--- config.mk ---
export PLATFORM = sky130hd
export DESIGN_NAME = trivium_stream_ctrl
export DESIGN_NICKNAME = d
export VERILOG_FILES = /design/src/rtl/trivium_stream_ctrl.sv
export SDC_FILE = /design/constraint.sdc
export NUM_CORES = 1
export LEC_CHECK = 0
export CAP_MARGIN = 20
export CORE_MARGIN = 2
export CORE_UTILIZATION = 54
export CTS_CLUSTER_SIZE = 40
export DETAILED_ROUTE_END_ITERATION = 8
export GPL_TIMING_DRIVEN = 0
export HOLD_SLACK_MARGIN = 0.06
export PLACE_DENSITY = 0.94
export SYNTH_ARGS = -nofsm -noshare
export SYNTH_HDL_FRONTEND = slang
export SYNTH_SLANG_ARGS = --single-unit
--- constraint.sdc ---
create_clock -name clk_i -period 2.9 [get_ports clk_i]
set_clock_uncertainty 0.05 [all_clocks]
set_input_delay 0.29 -clock clk_i [delete_from_list [all_inputs] [get_ports clk_i]]
set_output_delay 0.29 -clock clk_i [all_outputs]
set_load 0.05 [all_outputs]
--- src/rtl/trivium_stream_ctrl.sv ---
`default_nettype none
// ============================================================================
// Module      : trivium_stream_ctrl
// Description : Host-side controller for a Trivium keystream core. Loads the
//               80-bit key and IV byte-serially from an 8-bit bus. Holds the
//               core in reset while loading, runs the warm-up rounds, then
//               packs keystream bits LSB-first into bytes delivered over a
//               valid/ready handshake.
// Revision    : 1.0 - initial release
// ============================================================================
module trivium_stream_ctrl #(
   parameter int unsigned WARMUP = 1152
) (
   input  logic        clk_i,
   input  logic        rst_ni,
   input  logic [7:0]  data_in_i,
   input  logic        load_key_i,
   input  logic        load_iv_i,
   input  logic        start_i,
   input  logic        stop_i,
   output logic [79:0] key_out_o,
   output logic [79:0] iv_out_o,
   output logic        core_rst_n_o,
   output logic        core_en_o,
   input  logic        ks_bit_in_i,
   output logic [7:0]  ks_byte_o,
   output logic        ks_valid_o,
   input  logic        ks_ready_i,
   output logic        busy_o
);

   // Number of bytes that make up a complete key or IV.
   localparam logic [3:0]  c_full_cnt  = 4'd10;
   // Value of the warm-up counter on the last discarded core step.
   localparam logic [15:0] c_warm_last = 16'((WARMUP == 0) ? 0 : WARMUP - 1);

   typedef enum logic [1:0] {
      S_IDLE     = 2'd0,
      S_CORE_RST = 2'd1,
      S_WARMUP   = 2'd2,
      S_RUN      = 2'd3
   } state_e;

   state_e      state_q;
   logic [79:0] key_q,     key_d;
   logic [79:0] iv_q,      iv_d;
   logic [3:0]  key_cnt_q, key_cnt_d;
   logic [3:0]  iv_cnt_q,  iv_cnt_d;
   logic [15:0] warm_cnt_q;
   logic [2:0]  bit_cnt_q;
   logic [6:0]  sr_q;
   logic [7:0]  ks_byte_q;
   logic        ks_valid_q;
   logic        core_rst_n_q;
   logic        busy_q;

   logic        w_idle;
   logic        w_stall;
   logic        w_core_en;
   logic        w_start_ok;

   assign w_idle     = (state_q == S_IDLE);
   // A full output byte that nobody is taking freezes the core so no bit is lost.
   assign w_stall    = ks_valid_q & ~ks_ready_i;
   assign w_core_en  = (state_q == S_WARMUP) | ((state_q == S_RUN) & ~w_stall);
   // Start looks at the counts before any load in the same cycle.
   assign w_start_ok = start_i & (key_cnt_q == c_full_cnt) & (iv_cnt_q == c_full_cnt);

   // Next key/IV contents: shift a byte in from the LSB end while idle.
   always_comb begin
      key_d     = key_q;
      iv_d      = iv_q;
      key_cnt_d = key_cnt_q;
      iv_cnt_d  = iv_cnt_q;
      if (w_idle && load_key_i) begin
         key_d     = {key_q[71:0], data_in_i};
         key_cnt_d = (key_cnt_q == c_full_cnt) ? key_cnt_q : key_cnt_q + 4'd1;
      end
      if (w_idle && load_iv_i) begin
         iv_d     = {iv_q[71:0], data_in_i};
         iv_cnt_d = (iv_cnt_q == c_full_cnt) ? iv_cnt_q : iv_cnt_q + 4'd1;
      end
   end

   // Key/IV registers and their byte counters; only rst_ni clears them.
   always_ff @(posedge clk_i or negedge rst_ni) begin
      if (!rst_ni) begin
         key_q     <= '0;
         iv_q      <= '0;
         key_cnt_q <= '0;
         iv_cnt_q  <= '0;
      end else begin
         key_q     <= key_d;
         iv_q      <= iv_d;
         key_cnt_q <= key_cnt_d;
         iv_cnt_q  <= iv_cnt_d;
      end
   end

   // Session state machine with registered core-reset, busy and byte outputs.
   always_ff @(posedge clk_i or negedge rst_ni) begin
      if (!rst_ni) begin
         state_q      <= S_IDLE;
         warm_cnt_q   <= '0;
         bit_cnt_q    <= '0;
         sr_q         <= '0;
         ks_byte_q    <= '0;
         ks_valid_q   <= 1'b0;
         core_rst_n_q <= 1'b0;
         busy_q       <= 1'b0;
      end else begin
         case (state_q)
            S_IDLE: begin
               if (w_start_ok) begin
                  state_q <= S_CORE_RST;
                  busy_q  <= 1'b1;
               end
            end
            S_CORE_RST: begin
               // The core sees exactly one reset cycle with the fresh key/IV.
               warm_cnt_q   <= '0;
               bit_cnt_q    <= '0;
               sr_q         <= '0;
               core_rst_n_q <= 1'b1;
               if (WARMUP == 0) begin
                  state_q <= S_RUN;
               end else begin
                  state_q <= S_WARMUP;
               end
            end
            S_WARMUP: begin
               // Core output is ignored; just count the discarded steps.
               if (warm_cnt_q == c_warm_last) begin
                  state_q <= S_RUN;
               end else begin
                  warm_cnt_q <= warm_cnt_q + 16'd1;
               end
            end
            S_RUN: begin
               if (ks_valid_q && ks_ready_i) begin
                  ks_valid_q <= 1'b0;
               end
               if (w_core_en) begin
                  bit_cnt_q <= bit_cnt_q + 3'd1;
                  if (bit_cnt_q == 3'd7) begin
                     // Eighth bit completes the byte; it overrides a same-cycle take.
                     ks_byte_q  <= {ks_bit_in_i, sr_q};
                     ks_valid_q <= 1'b1;
                     sr_q       <= '0;
                  end else begin
                     // Right shift so the first bit ends up in bit 0.
                     sr_q <= {ks_bit_in_i, sr_q[6:1]};
                  end
               end
            end
            default: begin
               state_q <= S_IDLE;
            end
         endcase

         // Abort wins over everything else: drop the partial byte, keep key/IV.
         if (stop_i && !w_idle) begin
            state_q      <= S_IDLE;
            warm_cnt_q   <= '0;
            bit_cnt_q    <= '0;
            sr_q         <= '0;
            ks_valid_q   <= 1'b0;
            core_rst_n_q <= 1'b0;
            busy_q       <= 1'b0;
         end
      end
   end

   assign key_out_o    = key_q;
   assign iv_out_o     = iv_q;
   assign core_rst_n_o = core_rst_n_q;
   assign core_en_o    = w_core_en;
   assign ks_byte_o    = ks_byte_q;
   assign ks_valid_o   = ks_valid_q;
   assign busy_o       = busy_q;

endmodule
`default_nettype wire
==> flow_metrics.env <==
export IMPL_avgRoutedWirePerCell_um=20.2
export IMPL_post_cts_resized=0
export IMPL_setup_ws_ns=0.279
export IMPL_cts_buffer_depth=3
export IMPL_hold_viol=0
export IMPL_relSlewSlack_pct=51.5
export IMPL_drive_gt1_share_pct=26.4
export IMPL_cts_sinks=207
export IMPL_wl_um=20200
export IMPL_tritoncts="built"
export IMPL_yosys_area_share_adder_pct=1.66
export IMPL_place_inst=955
export IMPL_grt_max_degree=130
export IMPL_vias=5630
export IMPL_yosys_area_share_simple_pct=6.11
export IMPL_ys_flop_type="dfrtp_1"
export IMPL_area_growth_pct=34.6
export IMPL_worst_pin_slew_ns=0.728
export IMPL_synth_compound_area_share_pct=4.52
export IMPL_cap_violations=0
export IMPL_post_route_period_util_pct=90.4
export IMPL_synthesis_area_um2=8300
export IMPL_pre_cts_slack_ns=0.526
export IMPL_fmax_mhz=382
export IMPL_synth_seq_cells=207
export IMPL_synth_edf_count=0
export IMPL_clkSlewWorstSetupHoldPaths_ns=0.06
export IMPL_root_buffer="clkbuf_16"
export IMPL_finalInstanceArea_um2=11200
export IMPL_synthTopCellsByCount="dfrtp_1, mux2_2, nand2_1, o21ai_1, nor2_1"
export IMPL_min_period_ns=2.62
export IMPL_hold_path_class="primary input to async pin"
export IMPL_dieHeight_um=128
export IMPL_vias_per_cell=5.65
export IMPL_yosys_warnings=0
export IMPL_setup_violations=0
export IMPL_ant_nets=0
export IMPL_synth_top_family_by_area="multiplexers"
export IMPL_slew_violations=0
export IMPL_outcome="finished clean"
export IMPL_syn_avg_cell_area_um2=14.3
export IMPL_critPathLaunchType="flip-flop"
export IMPL_dieWidth_um=128
export IMPL_critical_path_class="flip-flop to primary output"
export IMPL_layoutNonFillerInstCount=996
export IMPL_grt_pass1_wl_um=32600
export IMPL_yosys_area_top_type_share_pct=62.4
export IMPL_drtIter0Drc=374
export IMPL_synth_seq_area_share_pct=62.4
export IMPL_hpwl_um=14000
export IMPL_synth_nets=606
export IMPL_dpl_cell_area_um2=10400
export IMPL_synth_xor_area_share_pct=0.528
export IMPL_cp_end_kind="primary output"
export IMPL_cts_buffers=22
export IMPL_numPortBuffers=187
export IMPL_r2r_cells=6
export IMPL_yosysMostFrequentCell="dfrtp_1"
export IMPL_ios=188
export IMPL_cp_max_fo=5
export IMPL_grt_pass1_vias=6146
export IMPL_grt_antenna_before_repair=0
export IMPL_yosysUniqueCellTypes=47
export IMPL_die_area_um2=16400
export IMPL_firstDrtPassIters=5
export IMPL_nNetsFinal=819
export IMPL_grt_total_usage_pct=25.0
export IMPL_initial_utilization_pct=55.0
export IMPL_critPathRequiredTime_ns=2.56
export IMPL_synth_area_leaders="dfrtp_1, mux2_2, ha_1"
export IMPL_htree_levels=1
export IMPL_async_reset_ff_share_pct=100
export IMPL_rsz0062_at_grt="false"
export IMPL_grt_remaining_overflow=0
export IMPL_place_gp_congestion=0.865
export IMPL_rows=45
export IMPL_insertion_delay_ns=0.49
export IMPL_synthCells=579
export IMPL_synth_largest_area_cell="dfrtp_1"
export IMPL_core_um2=15100
export IMPL_muxShareOfSynthArea_pct=23.2
export IMPL_nFillCells=903
export IMPL_cp_data_arrival_time_ns=2.28
export IMPL_diodes=0
export IMPL_drc=0
-- kinds of logic after synthesis --
group                    after synthesis
flip-flops                           207
multiplexers                         171
AND/OR/NAND/NOR                       95
AO/OA/AOI/OAI                         59
buffers and inverters                 31
adder cells (fa/ha/maj)               11
XOR/XNOR                               5
-- stage by stage --
| stage | utilization [%] | hold slack [ns] | TNS, ns |
|---|---|---|---|
| 2_1_floorplan | - | -0.0556 | 0 |
| 3_3_place_gp | 68.9 | 0.400 | -1354.11 |
| 3_5_place_dp | 69.2 | 0.259 | 0 |
| 4_1_cts | 74.0 | 0.335 | 0 |
| 5_1_grt | 74.0 | 0.376 | 0 |
| 6_report | 74.0 | 0.333 | 0 |
-- cell type report --
cell class / instances / area [um^2] / area share (%)
repair buffers: 189 / 1910 / 17.2
well taps: 188 / 235 / 2.11
clock inverters: 8 / 67.6 / 0.605
clock buffers: 32 / 649 / 5.82
plain buffers: 22 / 95.1 / 0.852
flip-flops and latches: 207 / 5180 / 46.4
inverters: 9 / 33.8 / 0.303
multi-input cells: 341 / 2990 / 26.8
-- metal layers --
layer	vias up	global-route usage [%]	wire length [um]
met2	203	43.6	10500
met3	49	8.18	1610
met5	-	0	0
li1	2510	-	-
met4	0	7.95	594
met1	2868	29.5	7490
-- worst max-delay path, cell delays in order, from the launching register on --
cell and delay (ns):
dfrtp_1 0.42, inv_1 0.15, ha_1 0.27, inv_1 0.10
nand2_1 0.06, clkdlybuf4s50_1 0.80
-- cell usage in the layout (no fill, tap or decap), types with 4 or more instances in the layout --
cell type | Yosys | final
o21ai_1 | 21 | 21
ha_1 | 11 | 11
clkdlybuf4s50_1 | 0 | 186
buf_2 | 10 | 10
nor2_1 | 16 | 16
clkbuf_16 | 0 | 23
nand2_1 | 35 | 35
dfrtp_1 | 207 | 207
clkbuf_1 | 11 | 16
clkinv_2 | 0 | 6
a31oi_1 | 4 | 4
xnor2_1 | 4 | 4
inv_1 | 9 | 9
nand4_1 | 4 | 4
mux2_2 | 159 | 159
o311ai_1 | 5 | 5
clkbuf_8 | 0 | 4
a21oi_1 | 11 | 11
mux2_1 | 10 | 10
nand3_1 | 14 | 14
o31ai_1 | 4 | 4
-- path summary, 6_finish.rpt --
check	start	endpoint	slack, ns
worst max-delay path	state_q[0]$_DFFE_PN0P_	core_en_o	0.28
worst min-delay path	rst_ni	key_out_o[26]$_DFFE_PN0P_	0.33
worst max register to register	state_q[0]$_DFFE_PN0P_	key_out_o[20]$_DFFE_PN0P_	0.46
worst min register to register	key_cnt_q[3]$_DFFE_PN0P_	key_cnt_q[3]$_DFFE_PN0P_	0.43
max in group asynchronous	rst_ni	ks_byte_o[2]$_DFFE_PN0P_	1.47
min in group clk_i	ks_bit_in_i	sr_q[6]$_DFFE_PN0P_	0.36
-- timing repair --
action | 4_1_cts | 5_1_grt
endpoints found under the hold margin | 78 | 0
hold buffers | 1 | 0
setup buffers | 0 | 0
-- sequential cells by signal, indices dropped and copies added, names as in the netlist --
| signal | flops |
|---|---|
| iv_out_o | 80 |
| key_out_o | 80 |
| warm_cnt_q | 16 |
| ks_byte_o | 8 |
| sr_q | 7 |
| iv_cnt_q | 4 |
| key_cnt_q | 4 |
| bit_cnt_q | 3 |
| state_q | 2 |
| busy_o | 1 |
| core_rst_n_o | 1 |
| ks_valid_o | 1 |
Power is left out: the tool's default activity adds up to more than one toggle a clock period on the data nets, which glitch-free logic cannot reach.
